$ cat src/rtl/pixel_readout_decoder.sv
// Pixel-chain readout: shifts each pixel's 10-bit LFSR word out of the daisy
// chain, decodes it to an event count by walking the LFSR, and serves it on valid/ready.
module pixel_readout_decoder #(
  parameter int N_PIX      = 16,
  parameter int BIT_CYCLES = 4,
  parameter int IDX_W      = 4
) (
  input  logic             Clk,
  input  logic             Rst_n,
  input  logic             Start,
  input  logic             Ser_in,
  output logic             Shift,
  output logic             Sh_pulse,
  output logic [9:0]       Pix_data,
  output logic             Pix_err,
  output logic [IDX_W-1:0] Pix_addr,
  output logic             Pix_valid,
  input  logic             Pix_ready,
  output logic             Busy,
  output logic             Done,
  output logic [1:0]       Dbg_state
);

  // Handshake: a word transfers on a rising Clk edge with Pix_valid && Pix_ready;
  // while Pix_valid is high without Pix_ready, Pix_data/Pix_err/Pix_addr stay put.

  typedef enum logic [1:0] {S_IDLE, S_SHIFT, S_DECODE, S_OUTPUT} state_t;

  localparam int               PH_W       = (BIT_CYCLES > 1) ? $clog2(BIT_CYCLES) : 1;
  localparam logic [PH_W-1:0]  LAST_PHASE = PH_W'(BIT_CYCLES - 1);
  localparam logic [IDX_W-1:0] LAST_IDX   = IDX_W'(N_PIX - 1);

  state_t           r_state;
  state_t           w_next;
  logic [PH_W-1:0]  r_phase;
  logic [3:0]       r_bit_cnt;
  logic [IDX_W-1:0] r_idx;
  logic [9:0]       r_w;
  logic [9:0]       r_l;
  logic [9:0]       r_c;
  logic [9:0]       r_data;
  logic             r_err;
  logic             r_done;

  logic       w_last_phase;
  logic       w_last_bit;
  logic       w_lockup;
  logic       w_match;
  logic       w_guard;
  logic       w_accept;
  logic       w_last_pix;
  logic [9:0] w_l_next;

  assign w_last_phase = (r_phase == LAST_PHASE);
  assign w_last_bit   = (r_bit_cnt == 4'd9);
  assign w_lockup     = (r_w == 10'h3FF);
  assign w_match      = (r_l == r_w);
  // No legal word survives 1022 steps without matching, so this only fires on corruption.
  assign w_guard      = (r_c == 10'd1022);
  assign w_accept     = Pix_valid && Pix_ready;
  assign w_last_pix   = (r_idx == LAST_IDX);
  assign w_l_next     = {r_l[8:0], ~(r_l[9] ^ r_l[6])};

  always_ff @(posedge Clk or negedge Rst_n) begin
    if (!Rst_n) r_state <= S_IDLE;
    else        r_state <= w_next;
  end

  always_comb begin
    w_next   = r_state;
    Sh_pulse = 1'b0;
    case (r_state)
      S_IDLE:   if (Start) w_next = S_SHIFT;
      S_SHIFT: begin
        Sh_pulse = w_last_phase;
        if (w_last_phase && w_last_bit) w_next = S_DECODE;
      end
      S_DECODE: if (w_lockup || w_match || w_guard) w_next = S_OUTPUT;
      S_OUTPUT: if (w_accept) w_next = w_last_pix ? S_IDLE : S_SHIFT;
      default:  w_next = S_IDLE;
    endcase
  end

  always_ff @(posedge Clk or negedge Rst_n) begin
    if (!Rst_n) begin
      r_phase   <= '0;
      r_bit_cnt <= '0;
      r_idx     <= '0;
      r_w       <= '0;
      r_l       <= '0;
      r_c       <= '0;
      r_data    <= '0;
      r_err     <= 1'b0;
      r_done    <= 1'b0;
    end else begin
      r_done <= 1'b0;
      case (r_state)
        S_IDLE: begin
          if (Start) begin
            r_idx     <= '0;
            r_phase   <= '0;
            r_bit_cnt <= '0;
          end
        end
        S_SHIFT: begin
          // Sample early in the bit period; the chain is clocked at its end.
          if (r_phase == '0) r_w <= {r_w[8:0], Ser_in};
          if (w_last_phase) begin
            r_phase   <= '0;
            r_bit_cnt <= r_bit_cnt + 4'd1;
            if (w_last_bit) begin
              r_l <= '0;
              r_c <= '0;
            end
          end else begin
            r_phase <= r_phase + 1'b1;
          end
        end
        S_DECODE: begin
          if (w_lockup || (!w_match && w_guard)) begin
            r_data <= 10'h3FF;
            r_err  <= 1'b1;
          end else if (w_match) begin
            r_data <= r_c;
            r_err  <= 1'b0;
          end else begin
            r_l <= w_l_next;
            r_c <= r_c + 10'd1;
          end
        end
        S_OUTPUT: begin
          if (w_accept) begin
            if (w_last_pix) begin
              r_done <= 1'b1;
            end else begin
              r_idx     <= r_idx + 1'b1;
              r_phase   <= '0;
              r_bit_cnt <= '0;
            end
          end
        end
        default: r_done <= 1'b0;
      endcase
    end
  end

  assign Shift     = (r_state != S_IDLE);
  assign Busy      = (r_state != S_IDLE);
  assign Pix_valid = (r_state == S_OUTPUT);
  assign Pix_addr  = r_idx;
  assign Pix_data  = r_data;
  assign Pix_err   = r_err;
  assign Done      = r_done;
  assign Dbg_state = r_state;

endmodule

$ cat config.mk
export PLATFORM = sky130hd
export DESIGN_NAME = pixel_readout_decoder
export DESIGN_NICKNAME = d
export VERILOG_FILES = /design/src/rtl/pixel_readout_decoder.sv
export SDC_FILE = /design/constraint.sdc
export NUM_CORES = 1
export LEC_CHECK = 0
export ABC_AREA = 1
export CORE_MARGIN = 3
export CORE_UTILIZATION = 40
export DETAILED_ROUTE_END_ITERATION = 12
export PLACE_DENSITY_LB_ADDON = 0.08
export RECOVER_POWER = 50
export REMOVE_ABC_BUFFERS = 1
export SLEW_MARGIN = 20
export SYNTH_ARGS = -nofsm -noshare
export SYNTH_HDL_FRONTEND = slang
export SYNTH_SLANG_ARGS = --single-unit
export TNS_END_PERCENT = 1
$ cat constraint.sdc
create_clock -name Clk -period 2.1 [get_ports Clk]
set_input_delay 0.42 -clock Clk [delete_from_list [all_inputs] [get_ports Clk]]
set_output_delay 0.42 -clock Clk [all_outputs]
set_load 0.03 [all_outputs]
### Word level (Yosys, flattened, before mapping)

Cells that the tools add are included.

| word-level totals | value |
|---|---|
| ROM bits | 0 |
| bits in writable memories | 0 |
| logic and storage cells | 90 |
| memories kept | 0 |
| register bits | 54 |
| bits in latches | 0 |
| input bits | 5 |
| output and inout bits | 22 |

| cells by class | value |
|---|---|
| div/mod/pow operators | 0 |
| $mul | 0 |
| multiplexer cells | 35 |
| $lt $le $gt $ge | 0 |
| shifts and indexed selects | 0 |
| bitwise logic cells | 2 |
| eq/ne operators | 18 |
| reduce and logical (&&, ||, !) cells | 21 |
| $add $sub $neg | 4 |

Operators with widths:

| kind | count |
|---|---|
| $mux W10 | 8 |
| $pmux W10 S2 | 2 |
| $mux W4 | 6 |
| $eq A10 B10 Y1 const B | 2 |
| $mux W2 | 8 |
| $ne A2 B2 Y1 const B | 8 |
| $pmux W4 S3 | 1 |
| $reduce_and A4 Y1 | 3 |
| $add A10 B1 Y10 const B | 1 |
| $eq A10 B10 Y1 | 1 |
| $reduce_and A5 Y1 | 2 |
| $add A4 B1 Y4 const B | 2 |
| $eq A4 B4 Y1 const B | 2 |
| $pmux W2 S4 | 1 |
| $pmux W4 S2 | 1 |
| $reduce_bool A2 Y1 | 4 |
| $mux W1 | 7 |
| $eq A2 B2 Y1 const B | 3 |
| $pmux W2 S3 | 1 |
| $logic_not A2 Y1 | 2 |
| $reduce_and A2 Y1 | 2 |
| $logic_and A1 B1 Y1 | 3 |
| $logic_or A1 B1 Y1 | 3 |
| $reduce_bool A3 Y1 | 1 |
| 6 further kinds | 6 |

### Logic depth before layout (Yosys ltp)

| depth | value |
|---|---|
| depth after elaboration | 6 |
| gate-level depth with buffers | 13 |
| gate-level depth less buffers | 12 |

### Least setup slack after synthesis

Ideal clock, no wire load.

| path | value |
|---|---|
| kind | register -> register |
| start point | register r_state[0] (netlist: Dbg_state[0]) |
| end point | register r_bit_cnt[2] |
| setup time | 0.083 ns |
| slack | -0.072 ns |
| required time | 2.017 ns |
| stages on the path, launching flop included | 10 |
| data arrival time | 2.089 ns |
| buffers on the path | 0 |
| period minus slack after synthesis | 2.172 ns |
| cell sequence | dfrtp_1 > inv_1 > ha_1 > inv_1 > o22ai_1 > nor2_1 > inv_1 > nor3_1 > nand4_1 > o21ai_0 |

| between the ends | value |
|---|---|
| cells in the longest elaborated chain, start to end | 4 |
| elaborated cells on any way between the ends | 11 |
| those cells by class | eq/ne (6); mux (1); reduce/logical (4) |

Ends and longest elaborated chain:

| what | RTL line | RTL |
|---|---|---|
| start: declaration | 33 | `state_t r_state;` |
| start signal: assignment | 66 | `else r_state <= w_next;` |
| $eq A2 B2 Y1 | 97, 149 |  |
| $logic_and A1 B1 Y1 | 60 | `assign w_accept = Pix_valid && Pix_ready;` |
| $ne A2 B1 Y1 (no source line) | - |  |
| $reduce_and A5 Y1 (no source line) | - |  |
| end signal: assignment | 110 | `r_bit_cnt <= r_bit_cnt + 4'd1;` |
| end: declaration | 36 | `logic [3:0] r_bit_cnt;` |

Parallel ways exist; a longest one is shown, timed or not.
A chain may end at the register's enable or synchronous reset.

### Final worst setup path

| path | value |
|---|---|
| start point | register r_state[1] (netlist: Dbg_state[1]) |
| end point | register r_bit_cnt[1] |

Same word-level chain as after synthesis.

==> summary.txt <==
Clocking
  – CTS Buffer Depth: 2
  – Num Clock Sinks: 54
  – Root Buffer: clkbuf_8
  – Num CTS Buffers: 5
  – Htree depth: 2
  – Register clock-pin slew on the reported worst setup and hold paths: 0.09 ns
  – Worst skew pair latency: 0.31 ns
  – CTS tree: built

Power
  – Power Total: 4350 µW
  – Clock share of power: 14.0%
  – Sw frac: 45.2%
  – Pint: 2390 µW
  – Static leakage: 0.00185 µW
  – Logic gate share of total power: 50.6%
  – Part of the power in registers: 35.5%
  – Cell Pwr Density: 1220 nW/µm²
  – Sw Pwr: 1970 µW
  – Worst-case vdd ir drop: 0.000645 V

GRT
  – Global route overflow: 0
  – First-pass GRT wire length: 11600 µm
  – Initial antenna violation count: 0
  – Vias in the first global route: 2443
  – GRT Util Overall: 16.4%
  – Largest net degree at the start of global routing: 34

Logic synthesis
  – Post-synth EDFFs: 0
  – Commonest register cell after synthesis: dfrtp_1
  – Syn Inst Count: 420
  – Most frequent cell after synthesis: nand2_1
  – Async S/R FF share, synth: 100%
  – Yosys warns: 0
  – Ranking of synthesized cells by area: dfrtp_1 (44%), nand2_1 (16%), inv_1 (8.1%)
  – Synth Cell Area: 3090 µm²
  – Synthesized flop and latch total: 54
  – Register area share after synthesis: 43.7%
  – Distinct cells, synth: 28
  – Most frequent cells after synthesis: nand2_1 (134), inv_1 (67), dfrtp_1 (54)
  – Syn avg cell area: 7.36 µm²
  – Dominant cell type by area after synthesis: dfrtp_1
  – Top cell type's share of synthesized area: 43.7%

Detailed routing
  – DRT antenna net count: 0
  – DR WL/cell: 11.9 µm
  – Drt pass-1 iters: 4
  – Vias: 2608
  – # DRC: 0
  – Initial drt markers: 118
  – Avg Vias per Cell: 4.72
  – Final Routed Wirelength: 6560 µm

Place
  – HPWL Detailed: 4840 µm
  – Post-DP Area: 3490 µm²
  – GPL Wtd Cong: 0.862
  – Port Buffer Count: 26

Setup path
  – Critical path type: reg -> reg
  – Req. time, crit path: 2.33 ns
  – Startpoint Class: flip-flop
  – Crit Path Max Fanout: 6
  – R2R Setup Slk: 0.22 ns
  – Worst EP arrival: 2.11 ns
  – Crit end category: flip-flop

Final layout
  – Layout cells sized above 1: 8.17%
  – Fin nets: 469
  – Final Cell Area: 3580 µm²
  – FF/Latch Area: 1350 µm²
  – Post-layout util: 48.6%
  – Area Growth Syn to Fin: 15.8%
  – Multi-input gate area: 1400 µm²
  – Fillers: 768
  – Antenna diode count: 0

Job
  – Max_cap viols: 0

Floorplanning
  – Cell Rows: 31
  – IO Count: 27
  – Die Area: 8820 µm²
  – Die Y: 93.9 µm
  – Initial Utilization: 41.9%
  – Core ar.: 7370 µm²
  – Die W: 93.9 µm

STA
  – Fin crit share: 89.7%
  – Fin. max-slew vios: 0
  – Clock Skew: 0.00881 ns
  – Unrepaired setup endpoints after global routing: true
  – Hold Fails Final Rpt: 0
  – Worst slew margin: 13.5%
  – Final worst path period need: 1.88 ns
  – Final setup fails: 0
  – Actual transition at the worst max-transition pin: 1.30 ns
  – Max Clock Freq: 531 MHz

Outcome
  – Outcome: finished, final reports clean

Min path
  – Hold WC Path Type: in -> async
## power by group through the flow
| stage | clock network (µW) | registers, µW | logic [µW] |
|---|---|---|---|
| CTS | 636 | 1550 | 2210 |
| detailed placement | 0 | 1560 | 2230 |
| global placement | 0 | 1560 | 2210 |
| global route | 676 | 1590 | 2490 |
| finish | 609 | 1540 | 2200 |
| floorplan | 0 | 1770 | 1190 |
## cells in the final DEF (no fill, tap or decap), types with 3 or more instances in the layout
master / netlist / layout
buf_4: 2 / 10
clkdlybuf4s50_1: 0 / 21
o21ai_0: 17 / 17
clkbuf_1: 5 / 3
nor2_1: 29 / 28
nand2_1: 134 / 134
clkbuf_8: 0 / 6
xor2_1: 4 / 4
nand3_1: 31 / 31
a21oi_1: 16 / 16
ha_1: 12 / 10
nand4_1: 16 / 16
dfrtp_1: 54 / 53
clkbuf_2: 0 / 3
xnor2_1: 3 / 3
nor3_1: 5 / 5
inv_1: 67 / 67
## layout make-up
type	count	share of cell area [%]
multi-input cells	282	39.2
flip-flops and latches	54	37.8
repair buffers	38	9.40
inverters	71	7.58
well taps	99	3.46
clock buffers	7	2.41
clock inverters	1	0.140
## final timing paths
kind | from | depth (start not counted) | end
worst max-delay path | Dbg_state[1] | 10 | r_bit_cnt[1]
min in group Clk | Pix_err | 2 | Pix_err
worst max register to register | Dbg_state[1] | 10 | r_bit_cnt[1]
worst min-delay path | Rst_n | 1 | r_w[7]
worst min register to register | Pix_err | 2 | Pix_err
max in group asynchronous | Rst_n | 2 | Dbg_state[0]
## critical path, cell delays in order (launching register included)
cell and delay, ns:
dfrtp_1 0.42, inv_1 0.08, buf_4 0.14, ha_1 0.19, inv_1 0.09, o22ai_1 0.13
nor2_2 0.16, inv_1 0.09, nor2_1 0.26, nand2_1 0.09, o22ai_1 0.16
## metrics by stage
step / TNS [ns] / instances / hold WS, ns / worst slack (ns)
6_report: 0 / 552 / 0.374 / 0.215
5_1_grt: -0.0728 / 552 / 0.476 / -0.0317
4_1_cts: 0 / 552 / 0.100 / 0.0386
3_5_place_dp: 0 / 544 / 0.440 / 0.125
3_3_place_gp: 0 / 544 / 0.438 / 0.115
2_1_floorplan: -10.85 / 407 / 0.124 / -0.465
## flip-flops by register name (all words and copies together) (netlist names), 2 cells and up
| signal | count |
|---|---|
| r_phase | 2 |
| Dbg_state | 2 |
| Pix_data | 10 |
| Pix_addr | 4 |
| r_bit_cnt | 4 |
| r_l | 10 |
| r_w | 10 |
| r_c | 10 |
## logic make-up after synthesis
kind of cell / count (synthesis) / synth area share, %
fa+ha+maj: 12 / 4.86
simple gates: 222 / 30.7
mux: 2 / 0.729
compound gates: 39 / 6.72
flops: 54 / 43.7
buf+inv: 84 / 11.3
xor+xnor: 7 / 1.98
## per-layer routing
metal / part of all wire, % / GRT usage [%]
met1: 49 / 21.9
met2: 45 / 26.2
met3: 3.9 / 3.61
met4: 2.0 / 5.66
met5: 0 / 0
## repair_timing
item,4_1_cts,5_1_grt
buffers inserted,0,0
hold endpoints to repair,0,0
hold buffers,0,0
resized for setup,4,14
setup endpoints to repair,4,31
(Power assumes the default switching activity.)
